**src/rtl/alu_io_pkg.sv**
```systemverilog
// Shared defaults and helpers for the ALU operand/opcode input controller.
package alu_io_pkg;

  localparam int DEF_N_SW      = 16;
  localparam int DEF_N_DATA    = 8;
  localparam int DEF_CHUNK     = 4;
  localparam int DEF_N_OP      = 6;
  localparam int DEF_DB_CYCLES = 1_000_000;

  // One-cycle press pulses from the four debounced buttons.
  typedef struct packed {
    logic exec;
    logic op;
    logic b;
    logic a;
  } press_t;

  // Width of a counter that must hold 0..nchunk inclusive.
  function automatic int cnt_width(input int nchunk);
    return (nchunk < 1) ? 1 : $clog2(nchunk + 1);
  endfunction

endpackage

```
**src/rtl/alu_chunk_loader_if.sv**
```systemverilog
// Switch/button inputs and ALU operand/opcode outputs of the chunk loader.
interface alu_chunk_loader_if
  import alu_io_pkg::*;
#(
  parameter int N_SW   = DEF_N_SW,
  parameter int N_DATA = DEF_N_DATA,
  parameter int N_OP   = DEF_N_OP
);

  logic [N_SW-1:0]   i_sw;
  logic              i_button_A;
  logic              i_button_B;
  logic              i_button_Op;
  logic              i_button_Exec;
  logic [N_DATA-1:0] o_alu_A;
  logic [N_DATA-1:0] o_alu_B;
  logic [N_OP-1:0]   o_alu_Op;
  logic              o_ready;
  logic              o_start;
  logic              o_error;

  // Board side: drives switches and buttons, observes the ALU ports.
  modport master (
    output i_sw, i_button_A, i_button_B, i_button_Op, i_button_Exec,
    input  o_alu_A, o_alu_B, o_alu_Op, o_ready, o_start, o_error
  );

  // Controller side.
  modport slave (
    input  i_sw, i_button_A, i_button_B, i_button_Op, i_button_Exec,
    output o_alu_A, o_alu_B, o_alu_Op, o_ready, o_start, o_error
  );

endinterface

```
**src/rtl/alu_chunk_loader_button_debouncer.sv**
```systemverilog
// Synchronises, debounces and edge-detects one raw push-button.
module button_debouncer #(
  parameter int DB_CYCLES = 1_000_000
) (
  input  logic i_clock,
  input  logic i_reset,
  input  logic i_btn,
  output logic o_level,
  output logic o_press
);

  localparam int CW = (DB_CYCLES > 1) ? $clog2(DB_CYCLES) : 1;
  localparam logic [CW-1:0] LAST = CW'(DB_CYCLES - 1);

  logic [1:0]    sync;
  logic [CW-1:0] cnt;
  logic          level;
  logic          level_d;
  logic          press;

  // NOTE: state uses non-blocking assignments so every flop samples the
  // pre-edge value; the reset branch is synchronous and also clears the
  // synchroniser so nothing stale leaks out after reset release.
  always_ff @(posedge i_clock) begin
    if (!i_reset) begin
      sync    <= '0;
      cnt     <= '0;
      level   <= 1'b0;
      level_d <= 1'b0;
      press   <= 1'b0;
    end else begin
      sync    <= {sync[0], i_btn};
      level_d <= level;
      press   <= level & ~level_d;
      // Any sample agreeing with the current level restarts the stability window.
      if (sync[1] != level) begin
        if (cnt == LAST) begin
          level <= ~level;
          cnt   <= '0;
        end else begin
          cnt <= cnt + CW'(1);
        end
      end else begin
        cnt <= '0;
      end
    end
  end

  assign o_level = level;
  assign o_press = press;

endmodule

```
**src/rtl/alu_chunk_loader.sv**
```systemverilog
// Loads wide ALU operands chunk-by-chunk from switches and gates the execute strobe.
module alu_chunk_loader
  import alu_io_pkg::*;
#(
  parameter int N_SW      = DEF_N_SW,
  parameter int N_DATA    = DEF_N_DATA,
  parameter int CHUNK     = DEF_CHUNK,
  parameter int N_OP      = DEF_N_OP,
  parameter int DB_CYCLES = DEF_DB_CYCLES
) (
  input logic               i_clock,
  input logic               i_reset,
  alu_chunk_loader_if.slave bus
);

  localparam int NCHUNK = N_DATA / CHUNK;
  localparam int CW     = cnt_width(NCHUNK);
  localparam logic [CW-1:0] FULL = CW'(NCHUNK);

  generate
    if (N_SW < 2 * CHUNK + N_OP) begin : g_bad_nsw
      $error("alu_chunk_loader: N_SW too small for two chunks plus opcode");
    end
    if ((N_DATA % CHUNK) != 0) begin : g_bad_chunk
      $error("alu_chunk_loader: N_DATA must be a multiple of CHUNK");
    end
  endgenerate

  press_t press;
  press_t level;

  button_debouncer #(.DB_CYCLES(DB_CYCLES)) u_db_a (
    .i_clock(i_clock), .i_reset(i_reset), .i_btn(bus.i_button_A),
    .o_level(level.a), .o_press(press.a));
  button_debouncer #(.DB_CYCLES(DB_CYCLES)) u_db_b (
    .i_clock(i_clock), .i_reset(i_reset), .i_btn(bus.i_button_B),
    .o_level(level.b), .o_press(press.b));
  button_debouncer #(.DB_CYCLES(DB_CYCLES)) u_db_op (
    .i_clock(i_clock), .i_reset(i_reset), .i_btn(bus.i_button_Op),
    .o_level(level.op), .o_press(press.op));
  button_debouncer #(.DB_CYCLES(DB_CYCLES)) u_db_exec (
    .i_clock(i_clock), .i_reset(i_reset), .i_btn(bus.i_button_Exec),
    .o_level(level.exec), .o_press(press.exec));

  logic [CHUNK-1:0]  chunk_a;
  logic [CHUNK-1:0]  chunk_b;
  logic [N_OP-1:0]   op_field;
  logic [N_DATA-1:0] alu_a;
  logic [N_DATA-1:0] alu_b;
  logic [N_OP-1:0]   alu_op;
  logic [CW-1:0]     cnt_a;
  logic [CW-1:0]     cnt_b;
  logic              op_loaded;
  logic              ready;
  logic              start;
  logic              error;
  logic              any_load;

  assign chunk_a  = bus.i_sw[CHUNK-1:0];
  assign chunk_b  = bus.i_sw[2*CHUNK-1:CHUNK];
  assign op_field = bus.i_sw[N_SW-1:N_SW-N_OP];
  assign ready    = (cnt_a == FULL) && (cnt_b == FULL) && op_loaded;
  assign any_load = press.a | press.b | press.op;

  always_ff @(posedge i_clock) begin
    if (!i_reset) begin
      alu_a     <= '0;
      alu_b     <= '0;
      alu_op    <= '0;
      cnt_a     <= '0;
      cnt_b     <= '0;
      op_loaded <= 1'b0;
      start     <= 1'b0;
      error     <= 1'b0;
    end else begin
      // A full operand restarts entry with the new chunk in the LSBs.
      if (press.a) begin
        if (cnt_a == FULL) begin
          alu_a <= N_DATA'(chunk_a);
          cnt_a <= CW'(1);
        end else begin
          alu_a <= (alu_a << CHUNK) | N_DATA'(chunk_a);
          cnt_a <= cnt_a + CW'(1);
        end
      end
      if (press.b) begin
        if (cnt_b == FULL) begin
          alu_b <= N_DATA'(chunk_b);
          cnt_b <= CW'(1);
        end else begin
          alu_b <= (alu_b << CHUNK) | N_DATA'(chunk_b);
          cnt_b <= cnt_b + CW'(1);
        end
      end
      if (press.op) begin
        alu_op    <= op_field;
        op_loaded <= 1'b1;
      end
      // Exec judges the pre-load state; a concurrent load always rejects it.
      start <= press.exec & ready & ~any_load;
      error <= press.exec & ~(ready & ~any_load);
    end
  end

  assign bus.o_alu_A  = alu_a;
  assign bus.o_alu_B  = alu_b;
  assign bus.o_alu_Op = alu_op;
  assign bus.o_ready  = ready;
  assign bus.o_start  = start;
  assign bus.o_error  = error;

endmodule

```
**src/flat_wrapper.sv**
```systemverilog
// flat-port wrapper written by rule: the top's interface ports become plain ports
module alu_chunk_loader_flat import alu_io_pkg::*;
#(
  parameter int N_SW      = DEF_N_SW,
  parameter int N_DATA    = DEF_N_DATA,
  parameter int CHUNK     = DEF_CHUNK,
  parameter int N_OP      = DEF_N_OP,
  parameter int DB_CYCLES = DEF_DB_CYCLES
)
  (i_clock, i_reset, bus_i_sw, bus_i_button_A, bus_i_button_B, bus_i_button_Op, bus_i_button_Exec, bus_o_alu_A, bus_o_alu_B, bus_o_alu_Op, bus_o_ready, bus_o_start, bus_o_error);
  alu_chunk_loader_if #(.N_SW(N_SW), .N_DATA(N_DATA), .N_OP(N_OP)) bus_i ();
  input logic i_clock;
  input logic i_reset;
  input wire logic [$bits(bus_i.i_sw)-1:0] bus_i_sw;
  input wire logic [$bits(bus_i.i_button_A)-1:0] bus_i_button_A;
  input wire logic [$bits(bus_i.i_button_B)-1:0] bus_i_button_B;
  input wire logic [$bits(bus_i.i_button_Op)-1:0] bus_i_button_Op;
  input wire logic [$bits(bus_i.i_button_Exec)-1:0] bus_i_button_Exec;
  output wire logic [$bits(bus_i.o_alu_A)-1:0] bus_o_alu_A;
  output wire logic [$bits(bus_i.o_alu_B)-1:0] bus_o_alu_B;
  output wire logic [$bits(bus_i.o_alu_Op)-1:0] bus_o_alu_Op;
  output wire logic [$bits(bus_i.o_ready)-1:0] bus_o_ready;
  output wire logic [$bits(bus_i.o_start)-1:0] bus_o_start;
  output wire logic [$bits(bus_i.o_error)-1:0] bus_o_error;
  assign bus_i.i_sw = bus_i_sw;
  assign bus_i.i_button_A = bus_i_button_A;
  assign bus_i.i_button_B = bus_i_button_B;
  assign bus_i.i_button_Op = bus_i_button_Op;
  assign bus_i.i_button_Exec = bus_i_button_Exec;
  assign bus_o_alu_A = bus_i.o_alu_A;
  assign bus_o_alu_B = bus_i.o_alu_B;
  assign bus_o_alu_Op = bus_i.o_alu_Op;
  assign bus_o_ready = bus_i.o_ready;
  assign bus_o_start = bus_i.o_start;
  assign bus_o_error = bus_i.o_error;
  alu_chunk_loader #(.N_SW(N_SW), .N_DATA(N_DATA), .CHUNK(CHUNK), .N_OP(N_OP), .DB_CYCLES(DB_CYCLES)) u_core (.i_clock(i_clock), .i_reset(i_reset), .bus(bus_i));
endmodule
```
**config.mk**
```make
export PLATFORM = sky130hd
export DESIGN_NAME = alu_chunk_loader_flat
export DESIGN_NICKNAME = d
export VERILOG_FILES = /design/src/rtl/alu_io_pkg.sv /design/src/rtl/alu_chunk_loader_if.sv /design/src/rtl/alu_chunk_loader_button_debouncer.sv /design/src/rtl/alu_chunk_loader.sv /design/src/flat_wrapper.sv
export SDC_FILE = /design/constraint.sdc
export NUM_CORES = 1
export LEC_CHECK = 0
export BUFFER_PORTS_ARGS = -buffer_cell sky130_fd_sc_hd__buf_2
export CAP_MARGIN = 20
export CORE_MARGIN = 8
export CORE_UTILIZATION = 40
export DETAILED_ROUTE_END_ITERATION = 16
export PLACE_DENSITY = 0.64
export SLEW_MARGIN = 20
export SYNTH_ARGS = -nofsm -noshare
export SYNTH_HDL_FRONTEND = slang
export SYNTH_SLANG_ARGS = --single-unit
```
**constraint.sdc**
```tcl
create_clock -name i_clock -period 6.2 [get_ports i_clock]
set_input_delay 1.24 -clock i_clock [delete_from_list [all_inputs] [get_ports i_clock]]
set_output_delay 1.24 -clock i_clock [all_outputs]
set_load 0.01 [all_outputs]
```
==> results_dict.tcl <==
set metrics [dict create \
    antenna_found_initial 0 \
    clk-insertion-delay-late_ns 0.41 \
    post_synth.cell_area_avg_sq_um 8.951 \
    detail_route.iter0.violations 209 \
    buffer_ports.inserted 44 \
    track_usage_pct 13.15 \
    tritoncts "yes" \
    setup_viol_count_final 0 \
    worstPathMaxFanout 5 \
    drv_cap 0 \
    timing_hold_violations_final 0 \
    grt_first_pass_wirelength_um 18090 \
    timing.hold.worst.start "u_core.u_db_b.level_d" \
    basic_gate_share_of_the_synthesized_area_counting_and_or_nand_and_nor_cells_pct 27.36 \
    postSynthRegisterBits 129 \
    clk_root_buffer_cell "sky130_fd_sc_hd__clkbuf_16" \
    hold_path_depth 1 \
    drt-vias-per-instance 5.115 \
    cts_max_path_buffers 2 \
    fin_worst_skew_ns 0.008766 \
    worst-setup-path-type "flop to output pin" \
    instance_count_of_the_mapped_netlist 590 \
    syn_nets 616 \
    period_share_pct 44.52 \
    status "completed" \
    start_util_pct 40.36 \
    reg2reg_from "u_core.u_db_b.cnt[13]" \
    rr_endpoint "u_core.u_db_b.cnt[11]" \
    final.hold.worst_slack_ns 0.3765 \
    core_sq_mm 0.01309 \
    htree_num_levels 4 \
    path_clk_slew_ns 0.06 \
    fmax_mhz 362.3 \
    first_global_vias 4142 \
    insertedDiodeCount 0 \
    rsz_0062_raised_after_global_routing "no" \
    synth_top_family_by_area "simple AND/OR/NAND/NOR gates" \
    regToRegSetupSlack_ns 4.08 \
    post_drt_wl_per_cell_um 12.65 \
    place_ws_ns 3.632 \
    io_count 47 \
    slew_at_the_pin_closest_to_its_max_slew_limit_ns 1.029 \
    gp_congestion 0.7778 \
    critPathRequiredTime_ns 4.96 \
    leakagePower_nw 2.065 \
    kind_of_end_point_of_the_critical_path "output pin" \
    final_critical_path_setup_slack_ns 3.440 \
    cts_buffers 17 \
    synthMuxAreaShare_pct 2.653 \
    final_max_slew_viol_count 0 \
    die_area_sq_mm 0.01714 \
    fraction_of_layout_cells_with_a_size_suffix_above_1_pct 12.81 \
    cts_hold_buffers 0 \
    final_area_sq_mm 0.006243 \
    synthXorXnorAreaFrac_pct 8.126 \
    drt-pass1-iter-count 4 \
    totalPowerFinal_mw 1.832 \
    detailedPlacementHpwl_um 7207 \
    fp.dieW_um 130.9 \
    drc 0 \
    final_nets 661 \
    post_route_wl_um 10430 \
    synth_fa_ha_area_share_pct 0.9476 \
    core.rowCount 42 \
    critical_path_startpoint_category "flop" \
    n_fill_cell 1243 \
    min_to "u_core.u_db_b.o_press" \
    dpl-instance-area_sq_mm 0.005650 \
    yosysWarnings 0 \
    gr-total-overflow 0 \
    power_per_cell_area_mw_per_mm2 293.4 \
    worst_slew_margin_rel_pct 31.34 \
    syn2layout_area_growth_pct 18.22 \
    fin_tns_setup_ns 0 \
    via_count 4215 \
    cts_setup_buffers 0 \
    synth_sequential_area_ratio_pct 48.90 \
    floorplan.die.height_um 130.9 \
    vdd.ir_drop.worst_uv 218.3 \
    cts.repair.resized 0 \
    synth-compound-area-share_pct 8.600 \
    ant_nets 0 \
    tritoncts_num_sinks 129 \
    hp-class "flop to flop" \
    final_period_minus_worst_setup_slack_ns 2.760 \
    cp.arrival_ns 1.52 \
    timing.reg2reg.worst_path_depth 4 \
    total_standard_cell_area_after_synthesis_sq_mm 0.005281 \
    grt_max_degree 32 \
    yosys.cell_types.count 39 \
]
[cells in the mapped netlist (all sizes together)]
cell | count | area [sq um]
and2 | 14 | 87.58
nor4b | 2 | 17.52
nor4 | 9 | 56.30
or3 | 25 | 157.6
nor2b | 4 | 25.02
xor2 | 22 | 192.7
nor4bb | 1 | 10.01
and3b | 1 | 8.760
nand4 | 13 | 81.33
o21ai | 23 | 115.1
or2 | 2 | 12.51
dfxtp | 129 | 2582
a21oi | 44 | 220.2
or4b | 2 | 20.02
xnor2 | 27 | 236.5
nand2 | 22 | 82.58
nor3 | 8 | 40.04
ha | 4 | 50.05
nor2 | 73 | 274.0
o211ai | 3 | 36.28
clkbuf | 12 | 45.04
and4 | 3 | 26.28
o31ai | 10 | 75.07
nand3 | 44 | 225.2
o21bai | 1 | 7.510
buf | 9 | 48.80
mux2i | 14 | 140.1
nor3b | 1 | 7.510
nand3b | 2 | 15.01
nand2b | 14 | 87.58
inv | 23 | 86.33
or4 | 20 | 153.9
and3 | 9 | 56.30
[metal layers]
layer	share of wire [%]	vias to the layer above	wire length [um]	GRT usage [%]
met2	47	62	4877	20.89
met3	4.4	20	460	4.302
met4	2.2	0	233	7.292
li1	-	2154	-	-
met1	47	1979	4855	15.41
met5	0	-	0	0
[area by class of cell]
class	instances	area (sq um)	area share, %
clock inverter	9	105.1	1.683
sequential	129	2582	41.36
tap	176	220.2	3.527
timing repair buffer	47	242.7	3.888
multi-input combinational	417	2519	40.34
clock buffer	23	488.0	7.816
inverter	23	86.33	1.383
[registers in the layout, summed over array words and instances (netlist names), 2 cells and up]
register,flops
u_core.bus.o_alu_B,8
u_core.u_db_op.sync,2
u_core.u_db_b.sync,2
u_core.cnt_a,2
u_core.u_db_exec.cnt,20
u_core.bus.o_alu_A,8
u_core.bus.o_alu_Op,6
u_core.u_db_b.cnt,20
u_core.cnt_b,2
u_core.u_db_a.sync,2
u_core.u_db_a.cnt,20
u_core.u_db_op.cnt,20
u_core.u_db_exec.sync,2
[critical path: stages, from the launching register on]
cell and delay, ns:
sky130_fd_sc_hd__dfxtp_1 0.32, sky130_fd_sc_hd__nand2b_1 0.25, sky130_fd_sc_hd__nor3_1 0.33, sky130_fd_sc_hd__buf_2 0.21
[per-stage QoR]
| step | std cells | util, % |
|---|---|---|
| after global placement | 792 | 43.18 |
| after global routing | 824 | 47.71 |
| after floorplan | 590 | - |
| after CTS | 824 | 47.71 |
| after detailed placement | 792 | 43.18 |
| final | 824 | 47.71 |
[power by group]
| part | internal [mW] | switching [mW] | leakage [nW] |
|---|---|---|---|
| clock | 0.631 | 0.345 | 0.281 |
| sequential | 0.833 | 0.00209 | 1.04 |
| combinational | 0.00767 | 0.0126 | 0.743 |
| total | 1.47 | 0.360 | 2.06 |
[logic make-up after synthesis]
kind of cell    Yosys count
simple gates            269
flops                   129
compound gates           81
xor+xnor                 49
buf+inv                  44
mux                      14
fa+ha+maj                 4
[layout by cell type (no fill, tap or decap), types with 17 or more instances in the layout]
master / instances
sky130_fd_sc_hd__buf_2: 44
sky130_fd_sc_hd__or4_1: 19
sky130_fd_sc_hd__inv_1: 23
sky130_fd_sc_hd__nand3_1: 43
sky130_fd_sc_hd__or3_1: 24
sky130_fd_sc_hd__nand2_1: 22
sky130_fd_sc_hd__xnor2_1: 27
sky130_fd_sc_hd__nor2_1: 73
sky130_fd_sc_hd__clkbuf_16: 17
sky130_fd_sc_hd__dfxtp_1: 129
sky130_fd_sc_hd__a21oi_1: 44
sky130_fd_sc_hd__xor2_1: 22
sky130_fd_sc_hd__o21ai_0: 23
[worst max path at each step]
stage	start	end	slack, ns
CTS	u_core.cnt_b[0]	bus_o_ready	3.41
global placement	i_reset	u_core.bus.o_alu_Op[2]	3.70
finish	u_core.cnt_b[0]	bus_o_ready	3.44
global route	u_core.cnt_b[0]	bus_o_ready	3.29
floorplan	i_reset	u_core.u_db_op.cnt[10]	3.90
detailed placement	i_reset	u_core.bus.o_alu_Op[4]	3.63
Note: power is estimated with default switching activity, not from simulation.
